--- src/rtl/aes_pkg.sv ---
// ----------------------------------------------------------------------------
// aes_pkg
// Shared definitions for the AES round sequencer slice.
//   seq_state_t  : sequencer state encoding (IDLE, LOAD, ROUND, FINAL, HOLD).
//   NR_AES*      : round counts for AES-128/192/256.
//   nr_is_legal  : true when a round count matches one of the key sizes.
// ----------------------------------------------------------------------------
package aes_pkg;

    typedef enum logic [2:0] {
        IDLE  = 3'd0,
        LOAD  = 3'd1,
        ROUND = 3'd2,
        FINAL = 3'd3,
        HOLD  = 3'd4
    } seq_state_t;

    localparam int NR_AES128 = 10;
    localparam int NR_AES192 = 12;
    localparam int NR_AES256 = 14;

    function automatic bit nr_is_legal(input int nr);
        return (nr == NR_AES128) || (nr == NR_AES192) || (nr == NR_AES256);
    endfunction

endpackage

--- src/rtl/round_timer.sv ---
// ----------------------------------------------------------------------------
// round_timer
// Modulo-ROUND_LAT cycle counter that times one AES round.
//   clk    : system clock
//   rst    : asynchronous active-low reset
//   clr_i  : synchronous clear (wins over en_i)
//   en_i   : count enable
//   tc_o   : terminal count, high while the count equals ROUND_LAT-1
// ----------------------------------------------------------------------------
module round_timer #(
    parameter int ROUND_LAT = 2
) (
    input  logic clk,
    input  logic rst,
    input  logic clr_i,
    input  logic en_i,
    output logic tc_o
);

    localparam logic [3:0] LAST = 4'(ROUND_LAT - 1);

    logic [3:0] cnt_q;

    // With ROUND_LAT = 1 the count never leaves 0, so tc_o is constantly 1.
    assign tc_o = (cnt_q == LAST);

    always_ff @(posedge clk or negedge rst) begin
        if (!rst) begin
            cnt_q <= '0;
        end else if (clr_i) begin
            cnt_q <= '0;
        end else if (en_i) begin
            // NOTE: state registers use non-blocking assignments so every
            // flop samples the pre-edge values, independent of block order.
            cnt_q <= tc_o ? 4'd0 : cnt_q + 4'd1;
        end
    end

endmodule

--- src/rtl/aes_round_sequencer.sv ---
// ----------------------------------------------------------------------------
// aes_round_sequencer
// Control sequencer for AES-128/192/256 encryption. Walks round 0 (initial
// AddRoundKey), rounds 1..NR-1 (with MixColumns) and round NR (without),
// spending ROUND_LAT cycles in each, then holds the ciphertext until the
// consumer takes it.
//   clk         : system clock
//   rst         : asynchronous active-low reset
//   start       : new block request, honoured only in IDLE or HOLD
//   out_ready   : consumer accepts the ciphertext while done is high
//   busy        : high in LOAD, ROUND and FINAL
//   load_sel    : datapath mux, 0 = plaintext, 1 = round register
//   mix_en      : MixColumns enable, high only in ROUND
//   state_en    : round-register enable, pulses at the end of each round
//   key_en      : key-expansion advance, same timing as state_en
//   round_count : current round index 0..NR
//   ct_en       : ciphertext register load, pulses at the end of FINAL
//   done        : ciphertext valid, high throughout HOLD
// ----------------------------------------------------------------------------
module aes_round_sequencer
    import aes_pkg::*;
#(
    parameter int NR        = 10,
    parameter int ROUND_LAT = 2
) (
    input  logic       clk,
    input  logic       rst,
    input  logic       start,
    input  logic       out_ready,
    output logic       busy,
    output logic       load_sel,
    output logic       mix_en,
    output logic       state_en,
    output logic       key_en,
    output logic [3:0] round_count,
    output logic       ct_en,
    output logic       done
);

    if (!nr_is_legal(NR)) begin : g_bad_nr
        $error("aes_round_sequencer: NR must be 10, 12 or 14");
    end
    if (ROUND_LAT < 1 || ROUND_LAT > 15) begin : g_bad_lat
        $error("aes_round_sequencer: ROUND_LAT must be in 1..15");
    end

    localparam logic [3:0] LAST_FULL = 4'(NR - 1);

    seq_state_t state_q;
    logic [3:0] round_q;
    logic       tc;
    logic       in_round;

    assign in_round = (state_q == LOAD) || (state_q == ROUND) || (state_q == FINAL);

    // Every exit from a busy state happens on tc, where the timer wraps to 0
    // by itself; clearing it outside the busy states makes each state start
    // from a zero count.
    round_timer #(
        .ROUND_LAT (ROUND_LAT)
    ) u_timer (
        .clk   (clk),
        .rst   (rst),
        .clr_i (!in_round),
        .en_i  (in_round),
        .tc_o  (tc)
    );

    always_ff @(posedge clk or negedge rst) begin
        if (!rst) begin
            state_q <= IDLE;
            round_q <= '0;
        end else begin
            case (state_q)
                IDLE: begin
                    if (start) begin
                        state_q <= LOAD;
                        round_q <= '0;
                    end
                end
                LOAD: begin
                    if (tc) begin
                        state_q <= ROUND;
                        round_q <= 4'd1;
                    end
                end
                ROUND: begin
                    if (tc) begin
                        round_q <= round_q + 4'd1;
                        // Leaving the last full round: the next one skips MixColumns.
                        if (round_q == LAST_FULL) begin
                            state_q <= FINAL;
                        end
                    end
                end
                FINAL: begin
                    if (tc) begin
                        state_q <= HOLD;
                    end
                end
                HOLD: begin
                    // start is only honoured together with out_ready, which
                    // gives the back-to-back path straight into LOAD.
                    if (out_ready) begin
                        state_q <= start ? LOAD : IDLE;
                        round_q <= '0;
                    end
                end
                default: begin
                    state_q <= IDLE;
                    round_q <= '0;
                end
            endcase
        end
    end

    // Moore decode from registered state only, so reset clears the outputs
    // without waiting for a clock edge.
    always_comb begin
        // NOTE: every output gets a default first so no path leaves it
        // unassigned, which would infer a latch.
        busy        = 1'b0;
        load_sel    = 1'b0;
        mix_en      = 1'b0;
        state_en    = 1'b0;
        key_en      = 1'b0;
        ct_en       = 1'b0;
        done        = 1'b0;
        round_count = round_q;
        case (state_q)
            LOAD: begin
                busy     = 1'b1;
                state_en = tc;
                key_en   = tc;
            end
            ROUND: begin
                busy     = 1'b1;
                load_sel = 1'b1;
                mix_en   = 1'b1;
                state_en = tc;
                key_en   = tc;
            end
            FINAL: begin
                busy     = 1'b1;
                load_sel = 1'b1;
                state_en = tc;
                key_en   = tc;
                ct_en    = tc;
            end
            HOLD: begin
                done = 1'b1;
            end
            default: begin
                round_count = 4'd0;
            end
        endcase
    end

endmodule

--- config.mk ---
export PLATFORM = sky130hd
export DESIGN_NAME = aes_round_sequencer
export DESIGN_NICKNAME = d
export VERILOG_FILES = /design/src/rtl/aes_pkg.sv /design/src/rtl/round_timer.sv /design/src/rtl/aes_round_sequencer.sv
export SDC_FILE = /design/constraint.sdc
export NUM_CORES = 1
export LEC_CHECK = 0
export BUFFER_PORTS_ARGS = -buffer_cell sky130_fd_sc_hd__buf_2
export CAP_MARGIN = 10
export CORE_MARGIN = 2
export CORE_UTILIZATION = 50
export CTS_BUF_LIST = sky130_fd_sc_hd__clkbuf_4 sky130_fd_sc_hd__clkbuf_8 sky130_fd_sc_hd__clkbuf_16
export DETAILED_ROUTE_END_ITERATION = 10
export PLACE_DENSITY = 0.83
export SETUP_SLACK_MARGIN = 0.2
export SKIP_CTS_REPAIR_TIMING = 1
export SYNTH_ARGS = -nofsm -noshare
export SYNTH_HDL_FRONTEND = slang
export SYNTH_HIERARCHICAL = 1
export SYNTH_SLANG_ARGS = --single-unit
--- constraint.sdc ---
create_clock -name clk -period 2.8 [get_ports clk]
set_clock_uncertainty 0.2 [all_clocks]
set_input_delay 0.14 -clock clk [delete_from_list [all_inputs] [get_ports clk]]
set_output_delay 0.14 -clock clk [all_outputs]
set_load 0.02 [all_outputs]
=== After elaboration in Yosys (flattened, before gate mapping) ===
Cells that the tools add are included.

* Logic and storage cells: 48
* Output and inout port bits: 11
* Bits in registers: 11
* Input bits: 4

* Bitwise operators: 1
* Reduce and logical (&&, ||, !) cells: 8
* Equal/unequal tests: 12
* Add/subtract/negate cells: 2
* Muxes and demuxes: 22

{| class="wikitable"
|+ Operators by type and width
! operator !! number
|-
| two-way mux 4 bit || 7
|-
| case mux 4 bit (5 select lines) || 1
|-
| two-way mux 3 bit || 6
|-
| case mux 3 bit (5 select lines) || 1
|-
| != test 2 bit (second input constant) || 5
|-
| adder 4 x 1 -> 4 bit (second input constant) || 2
|-
| two-way mux 1 bit || 7
|-
| equality test 3 x 2 -> 1 bit (second input constant) || 2
|-
| AND reduction 6 bit || 1
|-
| AND reduction 5 bit || 1
|-
| equality test 4 x 1 -> 1 bit (second input constant) || 1
|-
| equality test 4 bit (second input constant) || 1
|-
| OR reduction 4 bit || 1
|-
| equality test 3 x 1 -> 1 bit (second input constant) || 1
|-
| equality test 3 bit (second input constant) || 1
|-
| zero test 3 bit || 1
|-
| OR reduction 3 bit || 1
|-
| logical OR 1 bit || 2
|-
| != test 2 x 1 -> 1 bit (second input constant) || 1
|-
| OR reduction 2 bit || 1
|-
| NOT 1 bit || 1
|}

=== Longest topological paths before layout ===
Gate-level depths: netlist of run 1.

* Word-level depth: 4
* Mapped depth: 6
* Depth with buffers taken out: 6

=== Hierarchy ===
Netlist of run 1, hierarchy kept.

{| class="wikitable"
|+ Modules (own cells, without submodules)
! module !! sequential area each (um^2) !! area each (um^2) !! cells an instance !! instances
|-
| aes_round_sequencer || 175.2 || 508.0 || 56 || 1
|-
| round_timer || 100.1 || 229.0 || 20 || 1
|}

=== Worst setup path before layout of run 1 ===
No wires, ideal clock.

* Path kind: reg2reg
* From: register u_timer.cnt_q[1]
* To: register round_q[2]
* Clock period less this slack: 2.229 ns
* Slack: 0.571 ns
* Path buffers: 0
* Arrival time: 1.905 ns
* Library setup time: 0.124 ns
* Required time: 2.476 ns
* Stages on the path, launching flop included: 7
* Cell sequence: dfrtp_1 -> inv_1 -> ha_1 -> nor3b_1 -> maj3_2 -> o211ai_4 -> a211o_2

* Cells in the longest elaborated chain, start to end: 3

{| class="wikitable"
|+ RTL lines
! what !! RTL line !! text
|-
| start, declared || round_timer.sv:22 || <nowiki>logic [3:0] cnt_q;</nowiki>
|-
| start signal, assigned || round_timer.sv:35 || <nowiki>cnt_q <= tc_o ? 4'd0 : cnt_q + 4'd1;</nowiki>
|-
| equality test 4 x 1 -> 1 bit * || round_timer.sv:25 || <nowiki>assign tc_o = (cnt_q == LAST);</nowiki>
|-
| named net tc || aes_round_sequencer.sv:51 || <nowiki>logic tc;</nowiki>
|-
| != test 2 bit (no line) || n/a ||
|-
| AND reduction 5 bit (no line) * || n/a ||
|-
| end signal, assigned || aes_round_sequencer.sv:89 || <nowiki>round_q <= round_q + 4'd1;</nowiki>
|-
| end, declared || aes_round_sequencer.sv:50 || <nowiki>logic [3:0] round_q;</nowiki>
|}

The timed path passes the listed nets; every way through them passes the cells marked *.
A chain may end at the register's enable or synchronous reset.

=== Worst setup path in the final report of run 1 ===
* From: register u_timer.cnt_q[1]
* To: output ct_en

* Cells in the longest elaborated chain, start to end: 2

{| class="wikitable"
|+ RTL lines
! what !! RTL line !! text
|-
| equality test 4 x 1 -> 1 bit || round_timer.sv:25 ||
|-
| named net tc || aes_round_sequencer.sv:51 ||
|-
| two-way mux 1 bit || aes_round_sequencer.sv:130 || <nowiki>case (state_q)</nowiki>
|-
| end, declared || aes_round_sequencer.sv:36 || <nowiki>output logic ct_en,</nowiki>
|}

The timed path passes the listed nets, and every way through them passes these cells.

==> results.cfg, run 1 <==
[logic_synthesis]
synthTopCellsByCount = dfrtp_1, inv_1, nor2_1
synth_area_leaders = dfrtp_1, ha_1, inv_1, nor2_1, and2_1
synth_seq_cells = 11
ys_types = 36
yosys.area_share.adder_pct = 8.32
synth_warnings = 6
synth_top_family_by_area = simple AND/OR/NAND/NOR gates
yosysTopAreaCell = dfrtp_1
synth_top_area_share_pct = 37.4
synth_compound_area_share_pct = 15.3
synthXorXnorAreaFrac_pct = 2.38
yosysMostFrequentCell = dfrtp_1
yosysSeqAreaShare_pct = 37.4
synth_edf_count = 0
async_flop_share_pct = 100
avgSynthCellArea_um2 = 9.70
synth_top_flop_cell = dfrtp_1
syn_inst = 76
synth-simple-area-share_pct = 26.8
syn_area_um2 = 737
syn_nets = 84
synthMuxAreaShare_pct = 3.57

[placement]
post-place-cells = 104
gp_congestion = 0.844
place.port_buffers = 14
hpwl_um = 1170

[power]
worst_ir_drop_vdd_mv = 0.603
p_sw_uw = 455
pwr-share-comb_pct = 58.6
total_power_uw = 962
internal_power_uw = 507
power_leakage_uw = 0.000456
power_density_mw_per_mm2 = 1090
clkPwrFrac_pct = 12.4
seqPwrFrac_pct = 29.0
swShare_pct = 47.3

[clock_network]
cts_tree = done
cts_buffers = 3
cts-root-buf = clkbuf_4
clock_latency_ps = 270
clock_sinks = 11
cts_buffer_depth = 2
cts.htree.levels = 1
path_clk_slew_ps = 70

[drt]
via_per_inst = 5.68
wl_per_cell_um = 13.9
drc = 0
vias = 631
drt-pass1-iter-count = 4
drt_iter0_drc = 8
antenna_left = 0
finalWirelength_um = 1550

[sta]
tightest_slew_ps = 467
final.min_clock_period_ps = 2140
hold_viol = 0
finalCritPeriodShare_pct = 76.5
rsz0062_at_grt = no
finalSetupViolations = 0
tns_ps = 0
slew_headroom_pct = 68.8
timing.hold.ws_ps = 65.1
fmax_ghz = 0.467
drv_slew = 0

[finish]
num-fill-cells = 117
final_layout_size_suffix_gt1_share_pct = 30.2
n_antenna_cell = 0
utilization_pct = 66.0
final_nets = 105
area_delta_synth_final_pct = 19.5
final_cells = 111

[grt]
grt_overflow = 0
grt_usage_pct = 18.0
first_global_vias = 561
antenna_found_initial = 0
grt_first_pass_wirelength_um = 2440
grt_max_degree = 12

[floorplanning]
core_area_mm2 = 0.00133
io_pins = 15
rows = 13
start_util_pct = 55.3
die_x_um = 42.4
die_area_mm2 = 0.00180
die_h_um = 42.4

[critical_path]
crit_path_end_kind = output pin
crit_fanout = 7
arrival_ps = 1800
crit_chain = inv_1 > ha_1 > nor3b_1 > buf_4 > nand2_1 > nor2_1 > buf_2
start_kind = flop
slowest_delay_ps = 400
worstSetupPathType = flop to output pin
r2r_setup_slack_ps = 760
worst_path_max_delay_cell = dfrtp_1
critPathRequiredTime_ps = 2460

[run]
maxCapViolations = 0

[outcome]
outcome = complete, no violations

[min_path]
hp-class = input port to async pin
[path summary, 6_finish.rpt]
kind / start / to / depth (start not counted)
setup / recovery: u_timer/cnt_q[1]$_DFFE_PN0P_ / ct_en / 7
hold / removal: rst / u_timer/cnt_q[0]$_DFFE_PN0P_ / 2
setup reg to reg: state_q[1]$_DFFE_PN0P_ / u_timer/cnt_q[0]$_DFFE_PN0P_ / 5
hold reg to reg: round_q[3]$_DFFE_PN0P_ / round_q[3]$_DFFE_PN0P_ / 1
max in group asynchronous: rst / state_q[1]$_DFFE_PN0P_ / 2
min in group clk: round_q[3]$_DFFE_PN0P_ / round_q[3]$_DFFE_PN0P_ / 1
[area by class of cell]
class,count,area (µm²),area share [%]
Multi-Input combinational cell,54,415,47.2
Sequential cell,11,275,31.2
Timing Repair Buffer,18,108,12.2
Inverter,9,33.8,3.84
Clock buffer,4,30.0,3.41
Tap cell,15,18.8,2.13
[through the flow]
| stage | cell area [µm²] | setup WS [ps] |
|---|---|---|
| 2_1_floorplan | 737 | 571 |
| 6_report | 881 | 658 |
| 3_3_place_gp | 821 | 835 |
| 5_1_grt | 881 | 518 |
| 4_1_cts | 851 | 655 |
| 3_5_place_dp | 821 | 791 |
[sequential cells by signal (all words and copies together), names as in the netlist]
signal	count
round_q	4
u_timer/cnt_q	4
state_q	3
[worst max-delay path: cells and delay by family (launching register included)]
kind	cells	cell delay [ps]
and+or+nand+nor	3	520
buffers and inverters	3	460
DFF	1	400
adders and majority gates	1	150
[cells in the final DEF (no fill, tap or decap), types with 2 or more instances in the layout]
cell / count
a211o_2: 2
and2_1: 4
and3_1: 2
buf_2: 14
clkbuf_4: 4
dfrtp_1: 11
dlygate4sd3_1: 3
ha_1: 4
inv_1: 8
nand2_1: 2
nand3_1: 2
nand3b_1: 2
nor2_1: 8
nor3b_1: 2
o21ai_0: 2
or2b_1: 2
or3b_1: 2
xnor2_1: 2
[power groups by stage]
stage          Clock [µW]  Combinational [µW]  Sequential, µW
2_1_floorplan           0                 443             253
3_3_place_gp            0                 540             275
3_5_place_dp            0                 560             281
4_1_cts               122                 562             278
5_1_grt               133                 610             290
6_report              119                 564             279
[layer usage]
layer	track usage (%)	up-vias	share of wire [%]
met5	0	-	0
met4	11.3	0	3.3
met3	3.02	6	3.7
met2	28.6	18	47
met1	22.5	300	46
li1	-	307	-
[cells by family (layout without fill, tap and decap cells)]
family                     after synthesis  in the layout
xor gates and xnor gates                 2              2
buffers and inverters                   11             31
DFF                                     11             11
adders and majority gates                5              5
AOI/OAI and AO/OA                       12             12
muxes                                    2              2
and+or+nand+nor                         33             33
(Power assumes the default switching activity.)
==> run 2, diff against run 1 <==
--- a/config.mk
+++ b/config.mk
@@ -5,13 +5,14 @@
 export SDC_FILE = /design/constraint.sdc
 export NUM_CORES = 1
 export LEC_CHECK = 0
+export ABC_AREA = 1
 export BUFFER_PORTS_ARGS = -buffer_cell sky130_fd_sc_hd__buf_2
 export CAP_MARGIN = 10
 export CORE_MARGIN = 2
 export CORE_UTILIZATION = 50
 export CTS_BUF_LIST = sky130_fd_sc_hd__clkbuf_4 sky130_fd_sc_hd__clkbuf_8 sky130_fd_sc_hd__clkbuf_16
 export DETAILED_ROUTE_END_ITERATION = 10
-export PLACE_DENSITY = 0.83
+export PLACE_DENSITY = 0.82
 export SETUP_SLACK_MARGIN = 0.2
 export SKIP_CTS_REPAIR_TIMING = 1
 export SYNTH_ARGS = -nofsm -noshare
==> constraint.sdc (replaced) <==
create_clock -name clk -period 2.2 [get_ports clk]
set_clock_uncertainty 0.2 [all_clocks]
set_input_delay 0.11 -clock clk [delete_from_list [all_inputs] [get_ports clk]]
set_output_delay 0.11 -clock clk [all_outputs]
set_load 0.02 [all_outputs]
==> run 2 against run 1 <==
Effect of this change:
- global-route usage increased by 2.7 points
- non-clock buffer count decreased by 2
- register-to-register slack got worse by 270 ps
- critical path depth decreased by 2
- combinational power increased by 47%
- via count increased by 22%
- final cell count increased by 35%
- largest power group unchanged
==> results.cfg, run 2 <==
[outcome]
outcome = complete, no violations

[drt]
drt_iter0_drc = 7
wl_per_cell_um = 10.9
via_per_inst = 5.13
finalWirelength_um = 1630
drc = 0
drt-pass1-iter-count = 4
antenna_left = 0
vias = 769

[floorplanning]
die_h_um = 44.3
start_util_pct = 53.4
core_area_mm2 = 0.00152
rows = 14
die_x_um = 44.3
die_area_mm2 = 0.00197
io_pins = 15

[min_path]
hp-class = input port to flop

[critical_path]
start_kind = flop
crit_fanout = 10
worstSetupPathType = flop to output pin
critPathRequiredTime_ps = 1890
arrival_ps = 1520
crit_path_end_kind = output pin

[logic_synthesis]
async_flop_share_pct = 100
synthTopCellsByCount = nand2_1, inv_1, nor2_1
ys_types = 23
synth_seq_cells = 11
synth_warnings = 6
avgSynthCellArea_um2 = 7.01
syn_nets = 124
synth_top_flop_cell = dfrtp_1
synth_top_area_share_pct = 33.8
syn_area_um2 = 813
syn_inst = 116
synth_edf_count = 0
yosysTopAreaCell = dfrtp_1
synth_area_leaders = dfrtp_1, nand2_1, inv_1, ha_1, nor2_1
yosysMostFrequentCell = nand2_1
yosysSeqAreaShare_pct = 33.8

[power]
swShare_pct = 53.9
internal_power_uw = 629
clkPwrFrac_pct = 11.3
power_density_mw_per_mm2 = 1450
power_leakage_uw = 0.000521
seqPwrFrac_pct = 27.9
worst_ir_drop_vdd_mv = 0.623
p_sw_uw = 736
pwr-share-comb_pct = 60.9

[grt]
grt_usage_pct = 20.8
grt_first_pass_wirelength_um = 2940
antenna_found_initial = 0
first_global_vias = 692
grt_overflow = 0
grt_max_degree = 12

[clock_network]
cts_tree = done
cts_buffer_depth = 2
clock_latency_ps = 270
cts.htree.levels = 1
cts-root-buf = clkbuf_4
path_clk_slew_ps = 70
clock_sinks = 11
cts_buffers = 3

[sta]
drv_slew = 0
fmax_ghz = 0.547
hold_viol = 0
slew_headroom_pct = 79.9
finalSetupViolations = 0
final.min_clock_period_ps = 1830
rsz0062_at_grt = no
tightest_slew_ps = 300
tns_ps = 0
finalCritPeriodShare_pct = 83.1

[placement]
hpwl_um = 1300
place.port_buffers = 14
post-place-cells = 144
gp_congestion = 0.896

[finish]
area_delta_synth_final_pct = 15.4
final_nets = 143
top_regs = round_q (4), u_timer/cnt_q (4), state_q (3)
final_cells = 150
utilization_pct = 61.6
final_layout_size_suffix_gt1_share_pct = 27.6
n_antenna_cell = 0
final_common_cell = nand2_1
mostFrequentLayoutCells = nand2_1, inv_1, buf_2

[run]
maxCapViolations = 0
run 2: cell types whose count changed after synthesis, moves of 3 or more:
cell     previous run  this run
a21oi_1             0         3
and2_1              4         0
inv_1               8        17
inv_2               1         4
nand2_1             2        31
nand2_2             0         3
nand3_1             2         7
nand4_1             1         4
nor2_1              8        12
nor2_2              0         3
o21ai_1             0         4
run 2: power groups by stage:
stage,registers (µW),clock network [µW],logic (µW)
floorplan,334,0,713
global placement,376,0,808
detailed placement,380,0,834
CTS,377,161,836
global route,392,171,956
finish,380,154,831
run 2: cell families (layout without fill, tap and decap cells):
family / after synthesis / after routing / synth area share [%]
fa+ha+maj: 4 / 4 / 6.15
compound gates: 13 / 13 / 10.0
flops: 11 / 11 / 33.8
buf+inv: 23 / 41 / 12.0
simple gates: 65 / 65 / 38.0
run 2: final timing paths:
check | from | to | slack [ps] | cells after the start
worst min register to register | round_q[3]$_DFFE_PN0P_ | round_q[3]$_DFFE_PN0P_ | 360 | 2
worst min-delay path | start | state_q[0]$_DFFE_PN0P_ | 7 | 5
max in group asynchronous | rst | state_q[0]$_DFFE_PN0P_ | 1540 | 2
min in group asynchronous | rst | u_timer/cnt_q[2]$_DFFE_PN0P_ | 30 | 2
worst max-delay path | state_q[0]$_DFFE_PN0P_ | round_count[1] | 370 | 5
worst max register to register | u_timer/cnt_q[0]$_DFFE_PN0P_ | state_q[0]$_DFFE_PN0P_ | 490 | 9
run 2: cell type report:
class	instances	area, µm²
Clock buffer	4	30.0
Fill cell	152	586
Inverter	21	78.8
Multi-Input combinational cell	82	443
Sequential cell	11	277
Tap cell	16	20.0
Timing Repair Buffer	16	90.1
run 2: metrics by stage:
stage	hold slack, ps	power (µW)	setup slack [ps]	cell area, µm²
6_report	6.70	1370	371	938
3_3_place_gp	-208	1180	492	887
4_1_cts	-506	1370	301	917
3_5_place_dp	-202	1210	486	887
5_1_grt	42.5	1520	210	938
2_1_floorplan	-386	1050	384	816
run 2: critical path, stage by stage (launching register included):
cell     delay, ps
dfrtp_2        490
nor2_2         160
nor2_2          80
nor2_1         270
nor2_1          80
buf_2          170
run 2: layer usage:
metal,track usage [%],vias to the layer above,wire [µm]
li1,-,401,-
met1,27.2,351,785
met2,32.6,15,756
met3,4.90,2,80
met4,9.09,0,10
met5,0,-,0
